**config.mk**
```make
export PLATFORM = sky130hd
export DESIGN_NAME = ssd1306_cmd_ctrl_flat
export DESIGN_NICKNAME = d
export VERILOG_FILES = /design/src/rtl/ssd1306_pkg.sv /design/src/rtl/ssd1306_cmd_ctrl_if.sv /design/src/rtl/ssd1306_addr_gen.sv /design/src/rtl/ssd1306_cmd_ctrl.sv /design/src/flat_wrapper.sv
export SDC_FILE = /design/constraint.sdc
export NUM_CORES = 1
export LEC_CHECK = 0
export CAP_MARGIN = 20
export CORE_ASPECT_RATIO = 0.9
export CORE_MARGIN = 2
export CORE_UTILIZATION = 30
export DETAILED_ROUTE_END_ITERATION = 12
export PLACE_DENSITY = 0.53
export SKIP_CTS_REPAIR_TIMING = 1
export SLEW_MARGIN = 20
export SYNTH_ARGS = -nofsm -noshare
export SYNTH_HDL_FRONTEND = slang
export SYNTH_SLANG_ARGS = --single-unit
```
**constraint.sdc**
```tcl
create_clock -name clk -period 4.3 [get_ports clk]
set_input_delay 1.075 -clock clk [delete_from_list [all_inputs] [get_ports clk]]
set_output_delay 1.075 -clock clk [all_outputs]
set_load 0.005 [all_outputs]
```
**src/rtl/ssd1306_pkg.sv**
```systemverilog
// Shared types and opcodes for the SSD1306 command/data controller.
package ssd1306_pkg;

    typedef enum logic [1:0] {
        HORIZ = 2'd0,
        VERT  = 2'd1,
        PAGE  = 2'd2
    } addr_mode_t;

    typedef enum logic [1:0] {
        IDLE,
        ARG1,
        ARG2,
        SKIP
    } parser_state_t;

    // Prefixed so the names do not collide with the addressing-mode literals.
    typedef enum logic [1:0] {
        P_MODE,
        P_COL,
        P_PAGE
    } pend_t;

    localparam logic [7:0] CMD_SET_MODE    = 8'h20;
    localparam logic [7:0] CMD_COL_ADDR    = 8'h21;
    localparam logic [7:0] CMD_PAGE_ADDR   = 8'h22;
    localparam logic [7:0] CMD_SCROLL_R    = 8'h26;
    localparam logic [7:0] CMD_SCROLL_L    = 8'h27;
    localparam logic [7:0] CMD_VSCROLL_R   = 8'h29;
    localparam logic [7:0] CMD_VSCROLL_L   = 8'h2A;
    localparam logic [7:0] CMD_CONTRAST    = 8'h81;
    localparam logic [7:0] CMD_CHARGE_PUMP = 8'h8D;
    localparam logic [7:0] CMD_VSCROLL_AREA= 8'hA3;
    localparam logic [7:0] CMD_NORMAL      = 8'hA6;
    localparam logic [7:0] CMD_INVERT      = 8'hA7;
    localparam logic [7:0] CMD_MUX_RATIO   = 8'hA8;
    localparam logic [7:0] CMD_DISP_OFF    = 8'hAE;
    localparam logic [7:0] CMD_DISP_ON     = 8'hAF;
    localparam logic [7:0] CMD_DISP_OFFSET = 8'hD3;
    localparam logic [7:0] CMD_CLK_DIV     = 8'hD5;
    localparam logic [7:0] CMD_PRECHARGE   = 8'hD9;
    localparam logic [7:0] CMD_COM_PINS    = 8'hDA;
    localparam logic [7:0] CMD_VCOMH       = 8'hDB;

    function automatic logic is_one_arg(input logic [7:0] op);
        return (op == CMD_CONTRAST)   || (op == CMD_CHARGE_PUMP) ||
               (op == CMD_MUX_RATIO)  || (op == CMD_DISP_OFFSET) ||
               (op == CMD_CLK_DIV)    || (op == CMD_PRECHARGE)   ||
               (op == CMD_COM_PINS)   || (op == CMD_VCOMH);
    endfunction

endpackage

```
**src/rtl/ssd1306_cmd_ctrl_if.sv**
```systemverilog
// Byte-receive and framebuffer-write signals of the SSD1306 controller.
interface ssd1306_cmd_ctrl_if #(
    parameter int ADDR_W = 10
);
    logic              frame_abort;
    logic              rx_valid;
    logic              rx_dc;
    logic [7:0]        rx_data;
    logic              fb_we;
    logic [ADDR_W-1:0] fb_addr;
    logic [7:0]        fb_wdata;

    modport master (
        output frame_abort, rx_valid, rx_dc, rx_data,
        input  fb_we, fb_addr, fb_wdata
    );

    modport slave (
        input  frame_abort, rx_valid, rx_dc, rx_data,
        output fb_we, fb_addr, fb_wdata
    );
endinterface

```
**src/rtl/ssd1306_addr_gen.sv**
```systemverilog
// Combinational next-pointer logic for SSD1306 GDDRAM auto-increment.
module ssd1306_addr_gen
    import ssd1306_pkg::*;
#(
    parameter int COL_W  = 7,
    parameter int PAGE_W = 3
) (
    input  addr_mode_t        mode,
    input  logic [COL_W-1:0]  col,
    input  logic [PAGE_W-1:0] page,
    input  logic [COL_W-1:0]  col_start,
    input  logic [COL_W-1:0]  col_end,
    input  logic [PAGE_W-1:0] page_start,
    input  logic [PAGE_W-1:0] page_end,
    output logic [COL_W-1:0]  col_nxt,
    output logic [PAGE_W-1:0] page_nxt
);
    logic [COL_W-1:0]  col_inc;
    logic [PAGE_W-1:0] page_inc;

    // Power-of-two sizes: plain increment wraps at COLS-1 / PAGES-1.
    assign col_inc  = col + 1'b1;
    assign page_inc = page + 1'b1;

    always_comb begin
        col_nxt  = col;
        page_nxt = page;
        case (mode)
            HORIZ: begin
                if (col == col_end) begin
                    col_nxt  = col_start;
                    page_nxt = (page == page_end) ? page_start : page_inc;
                end else begin
                    col_nxt = col_inc;
                end
            end
            VERT: begin
                if (page == page_end) begin
                    page_nxt = page_start;
                    col_nxt  = (col == col_end) ? col_start : col_inc;
                end else begin
                    page_nxt = page_inc;
                end
            end
            default: col_nxt = col_inc;
        endcase
    end
endmodule

```
**src/rtl/ssd1306_cmd_ctrl.sv**
```systemverilog
// SSD1306 command parser and framebuffer writer.
// Optional START_LINE_EN: enables 0x40-0x7F display start line command.
module ssd1306_cmd_ctrl
    import ssd1306_pkg::*;
#(
    parameter int COLS   = 128,
    parameter int PAGES  = 8,
    parameter int ADDR_W = 10
) (
    input  logic                clk,
    input  logic                greset,
    ssd1306_cmd_ctrl_if.slave   bus,
    output logic                display_on,
    output logic                invert,
    output logic [5:0]          start_line
);
    localparam int COL_W  = $clog2(COLS);
    localparam int PAGE_W = $clog2(PAGES);

    parser_state_t     state_q, state_d;
    pend_t             pend_q, pend_d;
    logic [2:0]        skip_q, skip_d;
    addr_mode_t        mode_q, mode_d;
    logic [COL_W-1:0]  col_q, col_d, col_start_q, col_start_d, col_end_q, col_end_d;
    logic [PAGE_W-1:0] page_q, page_d, page_start_q, page_start_d, page_end_q, page_end_d;
    logic              disp_q, disp_d, inv_q, inv_d;
    logic              fb_we_q, fb_we_d;
    logic [ADDR_W-1:0] fb_addr_q, fb_addr_d;
    logic [7:0]        fb_wdata_q, fb_wdata_d;
    logic [COL_W-1:0]  col_nxt;
    logic [PAGE_W-1:0] page_nxt;
    logic [7:0]        col_ext;
    logic [7:0]        rx;
`ifdef START_LINE_EN
    logic [5:0]        start_line_q, start_line_d;
`endif

    assign rx = bus.rx_data;

    ssd1306_addr_gen #(.COL_W(COL_W), .PAGE_W(PAGE_W)) u_addr_gen (
        .mode       (mode_q),
        .col        (col_q),
        .page       (page_q),
        .col_start  (col_start_q),
        .col_end    (col_end_q),
        .page_start (page_start_q),
        .page_end   (page_end_q),
        .col_nxt    (col_nxt),
        .page_nxt   (page_nxt)
    );

    always_comb begin
        state_d      = state_q;
        pend_d       = pend_q;
        skip_d       = skip_q;
        mode_d       = mode_q;
        col_d        = col_q;
        page_d       = page_q;
        col_start_d  = col_start_q;
        col_end_d    = col_end_q;
        page_start_d = page_start_q;
        page_end_d   = page_end_q;
        disp_d       = disp_q;
        inv_d        = inv_q;
        fb_we_d      = 1'b0;
        fb_addr_d    = fb_addr_q;
        fb_wdata_d   = fb_wdata_q;
        col_ext      = 8'(col_q);
`ifdef START_LINE_EN
        start_line_d = start_line_q;
`endif
        if (bus.frame_abort) begin
            state_d = IDLE;
            skip_d  = 3'd0;
        end else if (bus.rx_valid && bus.rx_dc) begin
            // Data aborts any half-parsed command; address uses pre-increment pointer.
            state_d    = IDLE;
            skip_d     = 3'd0;
            fb_we_d    = 1'b1;
            fb_addr_d  = ADDR_W'({page_q, col_q});
            fb_wdata_d = rx;
            col_d      = col_nxt;
            page_d     = page_nxt;
        end else if (bus.rx_valid) begin
            case (state_q)
                IDLE: begin
                    if (rx == CMD_SET_MODE) begin
                        state_d = ARG1;
                        pend_d  = P_MODE;
                    end else if (rx == CMD_COL_ADDR) begin
                        state_d = ARG1;
                        pend_d  = P_COL;
                    end else if (rx == CMD_PAGE_ADDR) begin
                        state_d = ARG1;
                        pend_d  = P_PAGE;
                    end else if (rx[7:4] == 4'h0) begin
                        col_ext[3:0] = rx[3:0];
                        col_d        = col_ext[COL_W-1:0];
                    end else if (rx[7:4] == 4'h1) begin
                        col_ext[6:4] = rx[2:0];
                        col_d        = col_ext[COL_W-1:0];
                    end else if (rx[7:3] == 5'b10110) begin
                        page_d = rx[PAGE_W-1:0];
                    end else if (rx == CMD_DISP_ON || rx == CMD_DISP_OFF) begin
                        disp_d = rx[0];
                    end else if (rx == CMD_INVERT || rx == CMD_NORMAL) begin
                        inv_d = rx[0];
                    end else if (is_one_arg(rx)) begin
                        state_d = SKIP;
                        skip_d  = 3'd1;
                    end else if (rx == CMD_VSCROLL_AREA) begin
                        state_d = SKIP;
                        skip_d  = 3'd2;
                    end else if (rx == CMD_VSCROLL_R || rx == CMD_VSCROLL_L) begin
                        state_d = SKIP;
                        skip_d  = 3'd5;
                    end else if (rx == CMD_SCROLL_R || rx == CMD_SCROLL_L) begin
                        state_d = SKIP;
                        skip_d  = 3'd6;
                    end
`ifdef START_LINE_EN
                    else if (rx[7:6] == 2'b01) begin
                        start_line_d = rx[5:0];
                    end
`endif
                end
                ARG1: begin
                    if (pend_q == P_MODE) begin
                        if (rx[1:0] != 2'b11) mode_d = addr_mode_t'(rx[1:0]);
                        state_d = IDLE;
                    end else if (pend_q == P_COL) begin
                        col_start_d = rx[COL_W-1:0];
                        state_d     = ARG2;
                    end else begin
                        page_start_d = rx[PAGE_W-1:0];
                        state_d      = ARG2;
                    end
                end
                ARG2: begin
                    if (pend_q == P_COL) begin
                        col_end_d = rx[COL_W-1:0];
                        col_d     = col_start_q;
                    end else if (pend_q == P_PAGE) begin
                        page_end_d = rx[PAGE_W-1:0];
                        page_d     = page_start_q;
                    end
                    state_d = IDLE;
                end
                default: begin
                    if (skip_q <= 3'd1) begin
                        state_d = IDLE;
                        skip_d  = 3'd0;
                    end else begin
                        skip_d = skip_q - 3'd1;
                    end
                end
            endcase
        end
    end

    always_ff @(posedge clk or posedge greset) begin
        if (greset) begin
            state_q      <= IDLE;
            pend_q       <= P_MODE;
            skip_q       <= 3'd0;
            mode_q       <= PAGE;
            col_q        <= '0;
            page_q       <= '0;
            col_start_q  <= '0;
            col_end_q    <= COL_W'(COLS - 1);
            page_start_q <= '0;
            page_end_q   <= PAGE_W'(PAGES - 1);
            disp_q       <= 1'b0;
            inv_q        <= 1'b0;
            fb_we_q      <= 1'b0;
            fb_addr_q    <= '0;
            fb_wdata_q   <= '0;
        end else begin
            state_q      <= state_d;
            pend_q       <= pend_d;
            skip_q       <= skip_d;
            mode_q       <= mode_d;
            col_q        <= col_d;
            page_q       <= page_d;
            col_start_q  <= col_start_d;
            col_end_q    <= col_end_d;
            page_start_q <= page_start_d;
            page_end_q   <= page_end_d;
            disp_q       <= disp_d;
            inv_q        <= inv_d;
            fb_we_q      <= fb_we_d;
            fb_addr_q    <= fb_addr_d;
            fb_wdata_q   <= fb_wdata_d;
        end
    end

`ifdef START_LINE_EN
    always_ff @(posedge clk or posedge greset) begin
        if (greset) start_line_q <= 6'd0;
        else        start_line_q <= start_line_d;
    end
    assign start_line = start_line_q;
`else
    assign start_line = 6'd0;
`endif

    assign bus.fb_we    = fb_we_q;
    assign bus.fb_addr  = fb_addr_q;
    assign bus.fb_wdata = fb_wdata_q;
    assign display_on   = disp_q;
    assign invert       = inv_q;
endmodule

```
**src/flat_wrapper.sv**
```systemverilog
// flat-port wrapper written by rule: the top's interface ports become plain ports
module ssd1306_cmd_ctrl_flat import ssd1306_pkg::*;
#(
    parameter int COLS   = 128,
    parameter int PAGES  = 8,
    parameter int ADDR_W = 10
)
  (clk, greset, display_on, invert, start_line, bus_frame_abort, bus_rx_valid, bus_rx_dc, bus_rx_data, bus_fb_we, bus_fb_addr, bus_fb_wdata);
  ssd1306_cmd_ctrl_if #(.ADDR_W(ADDR_W)) bus_i ();
  input  logic clk;
  input  logic greset;
  output logic display_on;
  output logic invert;
  output logic [5:0] start_line;
  input wire logic [$bits(bus_i.frame_abort)-1:0] bus_frame_abort;
  input wire logic [$bits(bus_i.rx_valid)-1:0] bus_rx_valid;
  input wire logic [$bits(bus_i.rx_dc)-1:0] bus_rx_dc;
  input wire logic [$bits(bus_i.rx_data)-1:0] bus_rx_data;
  output wire logic [$bits(bus_i.fb_we)-1:0] bus_fb_we;
  output wire logic [$bits(bus_i.fb_addr)-1:0] bus_fb_addr;
  output wire logic [$bits(bus_i.fb_wdata)-1:0] bus_fb_wdata;
  assign bus_i.frame_abort = bus_frame_abort;
  assign bus_i.rx_valid = bus_rx_valid;
  assign bus_i.rx_dc = bus_rx_dc;
  assign bus_i.rx_data = bus_rx_data;
  assign bus_fb_we = bus_i.fb_we;
  assign bus_fb_addr = bus_i.fb_addr;
  assign bus_fb_wdata = bus_i.fb_wdata;
  ssd1306_cmd_ctrl #(.COLS(COLS), .PAGES(PAGES), .ADDR_W(ADDR_W)) u_core (.clk(clk), .greset(greset), .bus(bus_i), .display_on(display_on), .invert(invert), .start_line(start_line));
endmodule
```
After elaboration in Yosys (flattened, before gate mapping)
Index checks and enable logic that the tools add are counted.
{"block": "op_classes", "n_addsub": 3, "n_mul": 0, "n_div": 0, "n_lt_le_gt_ge": 1, "n_eq_ne": 60, "shifts": 0, "n_mux": 66, "n_bitwise": 11, "reduce_logical": 36}
{"cell": "equality test 8 bit (second input constant)", "count": 13}
{"cell": "2-to-1 mux 3 bit", "count": 28}
{"cell": "2-to-1 mux 7 bit", "count": 10}
{"cell": "equality test 8 x 6 -> 1 bit (second input constant)", "count": 7}
{"cell": "2-to-1 mux 2 bit", "count": 20}
{"cell": "!= test 7 x 3 -> 1 bit (second input constant)", "count": 5}
{"cell": "!= test 4 x 3 -> 1 bit (second input constant)", "count": 8}
{"cell": "case mux 7 bit (2 select lines)", "count": 2}
{"cell": "AND reduction 6 bit", "count": 4}
{"cell": "AND reduction 11 bit", "count": 2}
{"cell": "!= test 3 x 1 -> 1 bit (second input constant)", "count": 6}
{"cell": "!= test 3 x 2 -> 1 bit (second input constant)", "count": 6}
{"cell": "case mux 3 bit (2 select lines)", "count": 3}
{"cell": "AND reduction 13 bit", "count": 1}
{"cell": "AND reduction 12 bit", "count": 1}
{"cell": "logical OR 1 bit", "count": 11}
{"cell": "NOT 1 bit", "count": 11}
{"cell": "!= test 10 x 2 -> 1 bit (second input constant)", "count": 1}
{"cell": "AND reduction 10 bit", "count": 1}
{"cell": "AND reduction 5 bit", "count": 2}
{"cell": "!= test 3 bit (second input constant)", "count": 3}
{"cell": "AND reduction 9 bit", "count": 1}
{"cell": "nonzero test 3 bit", "count": 3}
{"cell": "AND reduction 8 bit", "count": 1}
{"cell": "21 further kinds", "count": 27}
{"block": "totals", "ff_bits": 60, "latch_bits": 0, "ram_bits": 0, "romBits": 0, "in_bits": 13, "output_inout_bits": 27, "elab_cells": 193, "memories": 0}

Longest topological paths before layout
Gate-level depths: netlist of run 1.
{"block": "logic_depth", "word_depth": 21, "depth_mapped": 8, "mapped_depth_nobuf": 7}

Cells and area by module
Synthesis of run 1 repeated with hierarchy kept, for this count alone.
{"block": "hier_totals", "cells_unflattened": 427, "area_unflattened_um2": 3882.5}
{"module": "ssd1306_cmd_ctrl", "instances": 1, "cells_each": 337, "area_each_um2": 3266.9}
{"module": "ssd1306_addr_gen", "instances": 1, "cells_each": 90, "area_each_um2": 615.6}

Worst setup path after synthesis of run 1
No wires, ideal clock.
{"block": "synth_path", "path_type": "input to register", "startpoint": "in bus_rx_data[7]", "endpoint": "reg u_core.col_q[3]", "setup_time_ns": 0.125, "arrival_ns": 2.680, "t_required_ns": 4.175, "setup_slack_ns": 1.495, "path_stages": 7, "cell_sequence": "buf_6 or4b_4 nor4b_4 a311o_2 o21ba_1 buf_6 mux2_4"}
{"block": "synth_between", "elab_chain_len": 8, "word_cells_on_any_way": 16, "classes_between": "eq/ne: 7; mux: 7; reduce/logical: 2"}
{"item": "start: declaration", "line": "flat_wrapper.sv:18", "rtl": "input wire logic [$bits(bus_i.rx_data)-1:0] bus_rx_data;"}
{"item": "logical NOT 4 bit", "line": "ssd1306_cmd_ctrl.sv:96", "rtl": "end else if (rx[7:4] == 4'h0) begin"}
{"item": "2-to-1 mux 7 bit", "line": "ssd1306_cmd_ctrl.sv:96"}
{"item": "2-to-1 mux 7 bit", "line": "ssd1306_cmd_ctrl.sv:93", "rtl": "end else if (rx == CMD_PAGE_ADDR) begin"}
{"item": "2-to-1 mux 7 bit", "line": "ssd1306_cmd_ctrl.sv:90", "rtl": "end else if (rx == CMD_COL_ADDR) begin"}
{"item": "2-to-1 mux 7 bit", "line": "ssd1306_cmd_ctrl.sv:87", "rtl": "if (rx == CMD_SET_MODE) begin"}
{"item": "case mux 7 bit (2 select lines)", "line": "ssd1306_cmd_ctrl.sv:85", "rtl": "case (state_q)"}
{"item": "2-to-1 mux 7 bit", "line": "ssd1306_cmd_ctrl.sv:84", "rtl": "end else if (bus.rx_valid) begin"}
{"item": "2-to-1 mux 7 bit", "line": "ssd1306_cmd_ctrl.sv:75", "rtl": "end else if (bus.rx_valid && bus.rx_dc) begin"}
{"item": "end signal: assignment", "line": "ssd1306_cmd_ctrl.sv:183", "rtl": "col_q <= col_d;"}
{"item": "end: declaration", "line": "ssd1306_cmd_ctrl.sv:24", "rtl": "logic [COL_W-1:0] col_q, col_d, col_start_q, col_start_d, col_end_q, col_end_d;"}
Parallel ways exist; a longest one is shown, timed or not. The select of a mux whose other input is x is not followed.
A chain may end at the register's enable or synchronous reset.

Worst setup path after layout of run 1
{"block": "layout_path", "startpoint": "in bus_rx_data[3]", "endpoint": "reg u_core.state_q[1]"}
{"block": "layout_between", "elab_chain_len": 21, "word_cells_on_any_way": 54, "classes_between": "eq/ne: 27; mux: 15; reduce/logical: 12"}
{"item": "equality test 8 bit", "line": "ssd1306_pkg.sv:46", "rtl": "return (op == CMD_CONTRAST) || (op == CMD_CHARGE_PUMP) ||"}
{"item": "logical OR 1 bit (2 in series)", "line": "ssd1306_pkg.sv:46"}
{"item": "logical OR 1 bit (2 in series)", "line": "ssd1306_pkg.sv:47", "rtl": "(op == CMD_MUX_RATIO) || (op == CMD_DISP_OFFSET) ||"}
{"item": "logical OR 1 bit (2 in series)", "line": "ssd1306_pkg.sv:48", "rtl": "(op == CMD_CLK_DIV) || (op == CMD_PRECHARGE) ||"}
{"item": "logical OR 1 bit", "line": "ssd1306_pkg.sv:49", "rtl": "(op == CMD_COM_PINS) || (op == CMD_VCOMH);"}
{"item": "2-to-1 mux 2 bit", "line": "ssd1306_cmd_ctrl.sv:108", "rtl": "end else if (is_one_arg(rx)) begin"}
{"item": "2-to-1 mux 2 bit", "line": "ssd1306_cmd_ctrl.sv:106", "rtl": "end else if (rx == CMD_INVERT || rx == CMD_NORMAL) begin"}
{"item": "2-to-1 mux 2 bit", "line": "ssd1306_cmd_ctrl.sv:104", "rtl": "end else if (rx == CMD_DISP_ON || rx == CMD_DISP_OFF) begin"}
{"item": "(+2 left out)"}
{"item": "2-to-1 mux 2 bit", "line": "ssd1306_cmd_ctrl.sv:96"}
{"item": "2-to-1 mux 2 bit", "line": "ssd1306_cmd_ctrl.sv:93"}
{"item": "2-to-1 mux 2 bit", "line": "ssd1306_cmd_ctrl.sv:90"}
{"item": "2-to-1 mux 2 bit", "line": "ssd1306_cmd_ctrl.sv:87"}
{"item": "case mux 2 bit (3 select lines)", "line": "ssd1306_cmd_ctrl.sv:85"}
{"item": "2-to-1 mux 2 bit", "line": "ssd1306_cmd_ctrl.sv:84"}
{"item": "2-to-1 mux 2 bit", "line": "ssd1306_cmd_ctrl.sv:75"}
{"item": "2-to-1 mux 2 bit", "line": "ssd1306_cmd_ctrl.sv:72", "rtl": "if (bus.frame_abort) begin"}
{"item": "end signal: assignment", "line": "ssd1306_cmd_ctrl.sv:179", "rtl": "state_q <= state_d;"}
{"item": "end: declaration", "line": "ssd1306_cmd_ctrl.sv:20", "rtl": "parser_state_t state_q, state_d;"}
Parallel ways exist; a longest one is shown, timed or not. The select of a mux whose other input is x is not followed.

==> flow_summary_export.csv, run 1 <==
group,metric,value,unit
worst_setup_path,path_max_fanout,13,
route,drc_errors,0,
grt,grt-ovfl-total,0,
power_and_ir_drop,peakVddDrop,0.202,mV
floorplanning,io_pins,40,
clock_tree,clkTransAtPathRegs,0.05,ns
yosys,synth_area_leader_cell,"dfrtp_1",
timing,timing.slew.headroom,40.9,%
placed_design,dp_hpwl,6220,um
yosys,synth_area_leaders,"dfrtp_1, mux2_2, dfstp_2",
grt,grt_max_degree,35,
worst_setup_path,cp_data_required_time,4.51,ns
layout,final_cell_mix,"dfrtp_1, mux2_2, clkdlybuf4s50_1",
floorplanning,die_w,117,um
route,drtAntennaViolNets,0,
route,routedWlPerCell,16.5,um
timing,setup_viol,0,
layout,fin_cells,517,
timing,fmax,0.308,GHz
layout,final_nets,380,
layout,drive_above_1_share,21.6,%
timing,period_share,75.5,%
flow_run,maxCapViolations,0,
clock_tree,insertion_delay,0.33,ns
yosys,synth_async_sr_flop_share,100,%
timing,finalClockSkew,0.00411,ns
power_and_ir_drop,power_density,549,nW/um^2
worst_setup_path,crit_path_start,"bus_rx_data[3]",
timing,period_minus_slack,3.24,ns
route,drt_iter0_drc,119,
timing,hold_slack,0.484,ns
yosys,synthMuxAreaShare,15.4,%
clock_tree,cts.path.max_buffers,2,
clock_tree,cts_tree,"done",
floorplanning,fp-row-count,36,
layout,area_growth,21.2,%
timing,finalHoldViolations,0,
yosys,synth_top_family_by_area,"simple AND/OR/NAND/NOR gates",
yosys,syn_area,3420,sq um
route,drtPass1Iterations,7,
placed_design,post-place-cells,501,
clock_tree,root_buffer,"clkbuf_16",
power_and_ir_drop,p_leak,1.76,nW
outcome,outcome,"finished clean",
yosys,ys_types,57,
hold_path,hold_class,"flop to flop",
yosys,syn-instance-count,330,
yosys,synth_fa_ha_area_share,2.56,%
hold_path,min-delay-start,"u_core.col_end_q[6]",
grt,grt_use_total,15.0,%
floorplanning,die_h,105,um
yosys,synth_top_area_share,35.8,%
clock_tree,cts_sinks,60,
yosys,synth_edf_count,0,
floorplanning,start_util,31.1,%
timing,worst_slew_pin_slew,0.878,ns
worst_setup_path,cp-start-kind,"input pin",
layout,num_antenna_cells,0,
route,wl,8550,um
route,via_count,2588,
timing,rsz0062_at_grt,"false",
yosys,synth-compound-area-share,11.8,%
grt,grt_antenna_before_repair,0,
timing,final.setup.tns,0,ns
placed_design,port_buffers,33,
placed_design,post_dp_cell_area,3860,sq um
worst_setup_path,crit_type,"input pin to flop",
layout,utilization,37.7,%
worst_setup_path,r2r_start,"u_core.state_q[0]",
yosys,synth-seq-cells,60,
clock_tree,cts_buffers,9,
yosys,avgSynthCellArea,10.4,sq um
grt,grt_pass1_vias,2558,
floorplanning,fp.coreArea,11000,sq um
worst_setup_path,endpoint_kind,"flop",
yosys,yosysSeqAreaShare,44.3,%
layout,final_common_cell,"dfrtp_1",
floorplanning,dieArea,12300,sq um
route,via_per_inst,5.01,
timing,maxSlewViolCount,0,
clock_tree,ctsHtreeMaxLevel,3,
yosys,synthSimpleGateAreaFrac,16.9,%
worst_setup_path,cp.arrival,3.46,ns
yosys,synth_xor_area_share,3.84,%
yosys,ys.flop_type,"dfrtp_1",
yosys,yosysWarningCount,0,
grt,grt_pass1_wl,14000,um
layout,stdcell_area,4150,sq um
placed_design,gp_congestion,0.825,
## path summary, 6_finish.rpt
check                                        end  slack, ns  cells after the start
setup / recovery               u_core.state_q[1]       1.06                      7
hold / removal               u_core.col_end_q[6]       0.48                      2
max in group asynchronous    u_core.col_end_q[5]       2.21                      3
min in group asynchronous  u_core.bus.fb_addr[5]       1.20                      2
hold reg to reg              u_core.col_end_q[6]       0.48                      2
setup reg to reg                u_core.page_q[2]       1.84                      6
## cells by family (layout without fill, tap and decap cells)
family,Yosys count,after routing
adder cells (fa/ha/maj),7,7
buffers and inverters,35,65
flip-flops,60,60
multiplexers,47,47
XOR/XNOR,15,15
other,1,6
AND/OR/NAND/NOR,107,107
AO/OA/AOI/OAI,58,58
## sequential cells by signal, indices dropped and copies added, names as in the netlist
| signal | cells |
|---|---|
| u_core.col_start_q | 7 |
| u_core.state_q | 2 |
| u_core.page_q | 3 |
| u_core.col_q | 7 |
| u_core.display_on | 1 |
| u_core.mode_q | 2 |
| u_core.invert | 1 |
| u_core.bus.fb_wdata | 8 |
| u_core.page_end_q | 3 |
| u_core.bus.fb_we | 1 |
| u_core.bus.fb_addr | 10 |
| u_core.skip_q | 3 |
| u_core.page_start_q | 3 |
| u_core.col_end_q | 7 |
| u_core.pend_q | 2 |
## power breakdown
part	internal, mW	switching, mW	total [mW]
registers	0.712	0.142	0.854
logic	0.392	0.358	0.750
clock network	0.421	0.250	0.671
total	1.52	0.750	2.27
## per-stage QoR
step	power (mW)	worst slack, ns
after floorplan	1.34	1.50
after global placement	1.60	0.700
after detailed placement	1.61	0.719
after CTS	2.30	1.05
after global routing	2.42	0.912
final	2.27	1.06
## synthesized netlist by cell type, types with 3 or more instances
cell,count
nor2_1,23
ha_1,7
a21oi_1,11
xor2_1,3
buf_4,6
dfrtp_1,49
nand2_1,31
o22ai_1,4
nor2b_1,4
nand3_1,9
inv_1,11
mux2_2,41
nand2b_1,6
nand4_1,3
o22a_1,3
xnor2_1,12
nor4bb_1,3
buf_2,3
o21ai_0,14
nor3_1,7
mux2i_1,5
a221oi_1,5
clkbuf_1,11
or3_1,3
dfstp_2,11
and3_1,3
## layout make-up
| type | count | area, sq um |
|---|---|---|
| Multi-Input combinational cell | 240 | 1750 |
| Clock buffer | 13 | 260 |
| Timing Repair Buffer | 38 | 368 |
| Clock inverter | 3 | 21.3 |
| Tap cell | 152 | 190 |
| Inverter | 11 | 41.3 |
| Sequential cell | 60 | 1520 |
| Fill cell | 1130 | 6840 |
## worst max-delay path, stage by stage
cell and delay [ns]:
clkdlybuf4s50_1 0.77, and2b_1 0.27, o21ai_0 0.15, a2111oi_2 0.40, nor4_1 0.15, a21oi_1 0.28
mux2_2 0.37
## per-layer routing
metal  track usage (%)  wire length (um)  up-vias
li1                  -                 -     1234
met1              21.9              4090     1273
met2              21.9              3820       76
met3              4.49               570        5
met4              3.19                64        0
met5                 0                 0        -
No activity file was read; power rests on OpenSTA's default activity.
==> run 2: changes to the inputs <==
==> constraint.sdc (replaced) <==
create_clock -name clk -period 3.3 [get_ports clk]
set_input_delay 0.825 -clock clk [delete_from_list [all_inputs] [get_ports clk]]
set_output_delay 0.825 -clock clk [all_outputs]
set_load 0.005 [all_outputs]
==> flow_summary_export.csv, run 2 (synthesis gave the netlist of run 1 again) <==
group,metric,value,unit
clock_tree,cts_tree,"done",
placed_design,gp_congestion,0.863,
timing,timing.slew.headroom,60.6,%
route,drt-met1-wl,3970,um
floorplanning,die_w,117,um
power_and_ir_drop,power_density,697,nW/um^2
worst_setup_path,r2r_end,"u_core.page_q[0]",
power_and_ir_drop,finalPower,2.97,mW
flow_run,maxCapViolations,0,
hold_path,hold_path_end,"u_core.bus.fb_addr[6]",
route,wl_met3,460,um
timing,maxSlewViolCount,0,
layout,utilization,38.7,%
worst_setup_path,crit_type,"input pin to flop",
worst_setup_path,cp-start-kind,"input pin",
placed_design,dp_hpwl,6190,um
worst_setup_path,r2r_slack,0.84,ns
layout,final_cell_mix,"dfrtp_1, mux2_2, clkdlybuf4s50_1",
route,highest_layer,"met4",
clock_tree,insertion_delay,0.33,ns
layout,largest_reg_flops,10,
grt,grt_pass1_wl,13900,um
layout,num_antenna_cells,0,
placed_design,pre_cts_ws,0.175,ns
hold_path,hold_class,"flop to flop",
route,drtAntennaViolNets,0,
timing,period_share,84.8,%
timing,finalClockSkew,0.00522,ns
worst_setup_path,cp_data_required_time,3.52,ns
hold_path,min-delay-start,"u_core.bus.fb_addr[6]",
route,via_count,2664,
clock_tree,cts_buffers,9,
route,wl,8360,um
grt,grt_max_degree,27,
timing,finalHoldViolations,0,
clock_tree,cts_sinks,60,
outcome,outcome,"finished clean",
grt,grt_pass1_vias,2700,
layout,stdcell_area,4250,sq um
layout,fin_cells,530,
floorplanning,dieArea,12300,sq um
clock_tree,root_buffer,"clkbuf_16",
layout,drive_above_1_share,24.9,%
power_and_ir_drop,p_leak,1.83,nW
floorplanning,io_pins,40,
placed_design,post-place-cells,514,
worst_setup_path,reg2reg_depth,7,
route,drt_iter0_drc,148,
placed_design,post_dp_cell_area,3980,sq um
floorplanning,start_util,31.1,%
grt,grt-ovfl-total,0,
timing,period_minus_slack,2.80,ns
timing,setup_viol,0,
clock_tree,clkTransAtPathRegs,0.05,ns
timing,final.setup.tns,0,ns
timing,hold_slack,0.484,ns
worst_setup_path,r2r_start,"u_core.col_q[2]",
clock_tree,ctsHtreeMaxLevel,3,
timing,setup_slack,0.501,ns
worst_setup_path,path_max_fanout,8,
grt,grt_use_total,15.0,%
timing,worst_slew_pin_slew,0.586,ns
floorplanning,fp.coreArea,11000,sq um
route,drtPass1Iterations,4,
placed_design,port_buffers,33,
clock_tree,cts.path.max_buffers,2,
floorplanning,fp-row-count,36,
power_and_ir_drop,peakVddDrop,0.267,mV
floorplanning,die_h,105,um
timing,fmax,0.357,GHz
layout,final_nets,393,
timing,rsz0062_at_grt,"false",
worst_setup_path,crit_path_start,"bus_rx_data[6]",
worst_setup_path,endpoint_kind,"flop",
route,drc_errors,0,
worst_setup_path,cp.arrival,3.02,ns
hold_path,min_path_cells,2,
route,routedWlPerCell,15.8,um
grt,grt_antenna_before_repair,0,
route,via_per_inst,5.03,
route,met2WireLength,3860,um
layout,area_growth,24.4,%
layout,final_common_cell,"dfrtp_1",
-- run 2: cell type report --
cell class,count,area (sq um)
clock inverters,6,40.0
clock buffers,10,239
fillers,1138,6740
multi-input cells,240,1750
inverters,11,41.3
repair buffers,51,478
flip-flops and latches,60,1520
well taps,152,190
-- run 2: report_power, final --
group          internal (mW)  total (mW)  switching, mW
sequential             0.927        1.11          0.180
combinational          0.523       0.991          0.468
clock                  0.526       0.867          0.342
total                   1.98        2.97          0.989
-- run 2: worst max-delay path by stage --
stage                        endpoint  slack (ns)
floorplan             u_core.col_q[3]        0.75
global route        u_core.state_q[1]        0.27
CTS                   u_core.col_q[3]        0.53
detailed placement    u_core.col_q[3]        0.17
finish                u_core.col_q[3]        0.50
global placement      u_core.col_q[3]        0.21
-- run 2: worst max-delay path, cell delays in order --
cell	delay, ns
clkdlybuf4s50_1	0.52
or4b_4	0.62
nor4b_4	0.25
a311o_2	0.23
o21ba_1	0.25
mux2_4	0.33
-- run 2: routing by layer --
layer | track usage, % | vias to the layer above
met3 | 4.72 | 7
li1 | - | 1261
met5 | 0 | -
met4 | 4.37 | 0
met1 | 20.6 | 1323
met2 | 22.6 | 73
==> run 3: changes to the inputs <==
--- a/config.mk
+++ b/config.mk
@@ -10,7 +10,7 @@
 export CORE_MARGIN = 2
 export CORE_UTILIZATION = 30
 export DETAILED_ROUTE_END_ITERATION = 12
-export PLACE_DENSITY = 0.53
+export PLACE_DENSITY = 0.55
 export SKIP_CTS_REPAIR_TIMING = 1
 export SLEW_MARGIN = 20
 export SYNTH_ARGS = -nofsm -noshare
==> constraint.sdc (replaced) <==
create_clock -name clk -period 2.55 [get_ports clk]
set_input_delay 0.6375 -clock clk [delete_from_list [all_inputs] [get_ports clk]]
set_output_delay 0.6375 -clock clk [all_outputs]
set_load 0.005 [all_outputs]
==> flow_summary_export.csv, run 3 (synthesis gave the netlist of run 1 again) <==
group,metric,value,unit
outcome,outcome,"finished clean",
layout,final_cell_mix,"buf_4, dfrtp_1, mux2_2",
clock_tree,insertion_delay,0.33,ns
floorplanning,io_pins,40,
hold_path,min_path_cells,2,
power_and_ir_drop,p_leak,2.02,nW
grt,grt_pass1_wl,14300,um
floorplanning,start_util,31.1,%
worst_setup_path,path_max_fanout,3,
layout,stdcell_area,4600,sq um
route,drtAntennaViolNets,0,
clock_tree,clkTransAtPathRegs,0.05,ns
route,wl,8660,um
grt,grt-ovfl-total,0,
flow_run,maxCapViolations,0,
placed_design,pre_cts_ws,-0.404,ns
timing,finalClockSkew,0.00557,ns
floorplanning,dieArea,12300,sq um
layout,largest_reg_flops,10,
clock_tree,cts_sinks,60,
clock_tree,cts_tree,"done",
route,drc_errors,0,
worst_setup_path,cp-start-kind,"input pin",
hold_path,hold_class,"flop to flop",
grt,grt_max_degree,61,
clock_tree,root_buffer,"clkbuf_16",
grt,grt_antenna_before_repair,0,
layout,drive_above_1_share,32.5,%
placed_design,port_buffers,33,
placed_design,dp_hpwl,6160,um
route,drtPass1Iterations,4,
worst_setup_path,cp.arrival,2.73,ns
clock_tree,cts_buffers,9,
layout,multi_input_area,1780,sq um
placed_design,gp_congestion,0.825,
clock_tree,cts.path.max_buffers,2,
placed_design,post_dp_cell_area,4270,sq um
grt,grt_pass1_vias,2796,
layout,fill_cells,1091,
power_and_ir_drop,peakVddDrop,0.305,mV
timing,setup_slack,0.0409,ns
grt,grt_use_total,15.1,%
timing,maxSlewViolCount,0,
clock_tree,ctsHtreeMaxLevel,3,
power_and_ir_drop,power_density,891,nW/um^2
floorplanning,fp.coreArea,11000,sq um
worst_setup_path,reg2reg_depth,7,
route,via_per_inst,4.83,
layout,register_area,1520,sq um
power_and_ir_drop,finalPower,4.10,mW
layout,num_antenna_cells,0,
timing,setup_viol,0,
timing,fmax,0.399,GHz
layout,final_nets,430,
route,via_count,2738,
timing,rsz0062_at_grt,"true",
layout,area_growth,34.6,%
floorplanning,die_h,105,um
worst_setup_path,cp_data_required_time,2.77,ns
timing,period_share,98.4,%
worst_setup_path,crit_type,"input pin to flop",
floorplanning,die_w,117,um
timing,period_minus_slack,2.51,ns
worst_setup_path,endpoint_kind,"flop",
layout,final_common_cell,"buf_4",
timing,finalHoldViolations,0,
route,routedWlPerCell,15.3,um
route,drt_iter0_drc,152,
floorplanning,fp-row-count,36,
-- run 3: final cells by class --
| cell class | count | area share [%] |
|---|---|---|
| Sequential cell | 60 | 32.9 |
| Clock buffer | 11 | 5.49 |
| Tap cell | 152 | 4.13 |
| Multi-Input combinational cell | 240 | 38.6 |
| Inverter | 11 | 0.897 |
| Timing Repair Buffer | 88 | 16.7 |
| Clock inverter | 5 | 1.28 |
-- run 3: layer usage --
metal  share of wire (%)  vias up  GRT usage (%)
met2                  45       73           23.3
li1                    -     1326              -
met5                   0        -              0
met1                  49     1329           20.8
met4                 1.0        0           3.87
met3                 5.5       10           4.14
-- run 3: final timing paths --
| kind | start | end | slack, ns |
|---|---|---|---|
| hold / removal | u_core.bus.fb_addr[6] | u_core.bus.fb_addr[6] | 0.48 |
| max in group asynchronous | greset | u_core.col_end_q[4] | 1.53 |
| setup / recovery | bus_rx_data[6] | u_core.state_q[1] | 0.04 |
| hold reg to reg | u_core.bus.fb_addr[6] | u_core.bus.fb_addr[6] | 0.48 |
| setup reg to reg | u_core.state_q[0] | u_core.page_q[0] | 0.38 |
| min in group asynchronous | greset | u_core.bus.fb_we | 0.68 |
-- run 3: critical path, cell delays in order --
cell and delay (ns):
clkdlybuf4s50_1 0.45, or4b_4 0.58, buf_4 0.16, nor3_1 0.19, nand2_1 0.11, a21oi_1 0.24, mux2_2 0.36
-- run 3: report_power, final --
part | leakage [nW] | internal (mW) | total [mW] | switching, mW
clock | 0.148 | 0.810 | 1.26 | 0.447
combinational | 1.13 | 0.782 | 1.41 | 0.626
sequential | 0.746 | 1.20 | 1.43 | 0.235
-- run 3: per-stage QoR --
stage          setup TNS, ns  hold WS [ns]  cells  utilization [%]
3_5_place_dp           -4.07         0.475    551             38.8
6_report                   0         0.480    567             41.9
5_1_grt              -0.0754         0.511    567             41.9
3_3_place_gp           -3.46         0.467    551             38.8
4_1_cts              -0.0596         0.486    567             41.6
2_1_floorplan              0         0.451    335                -
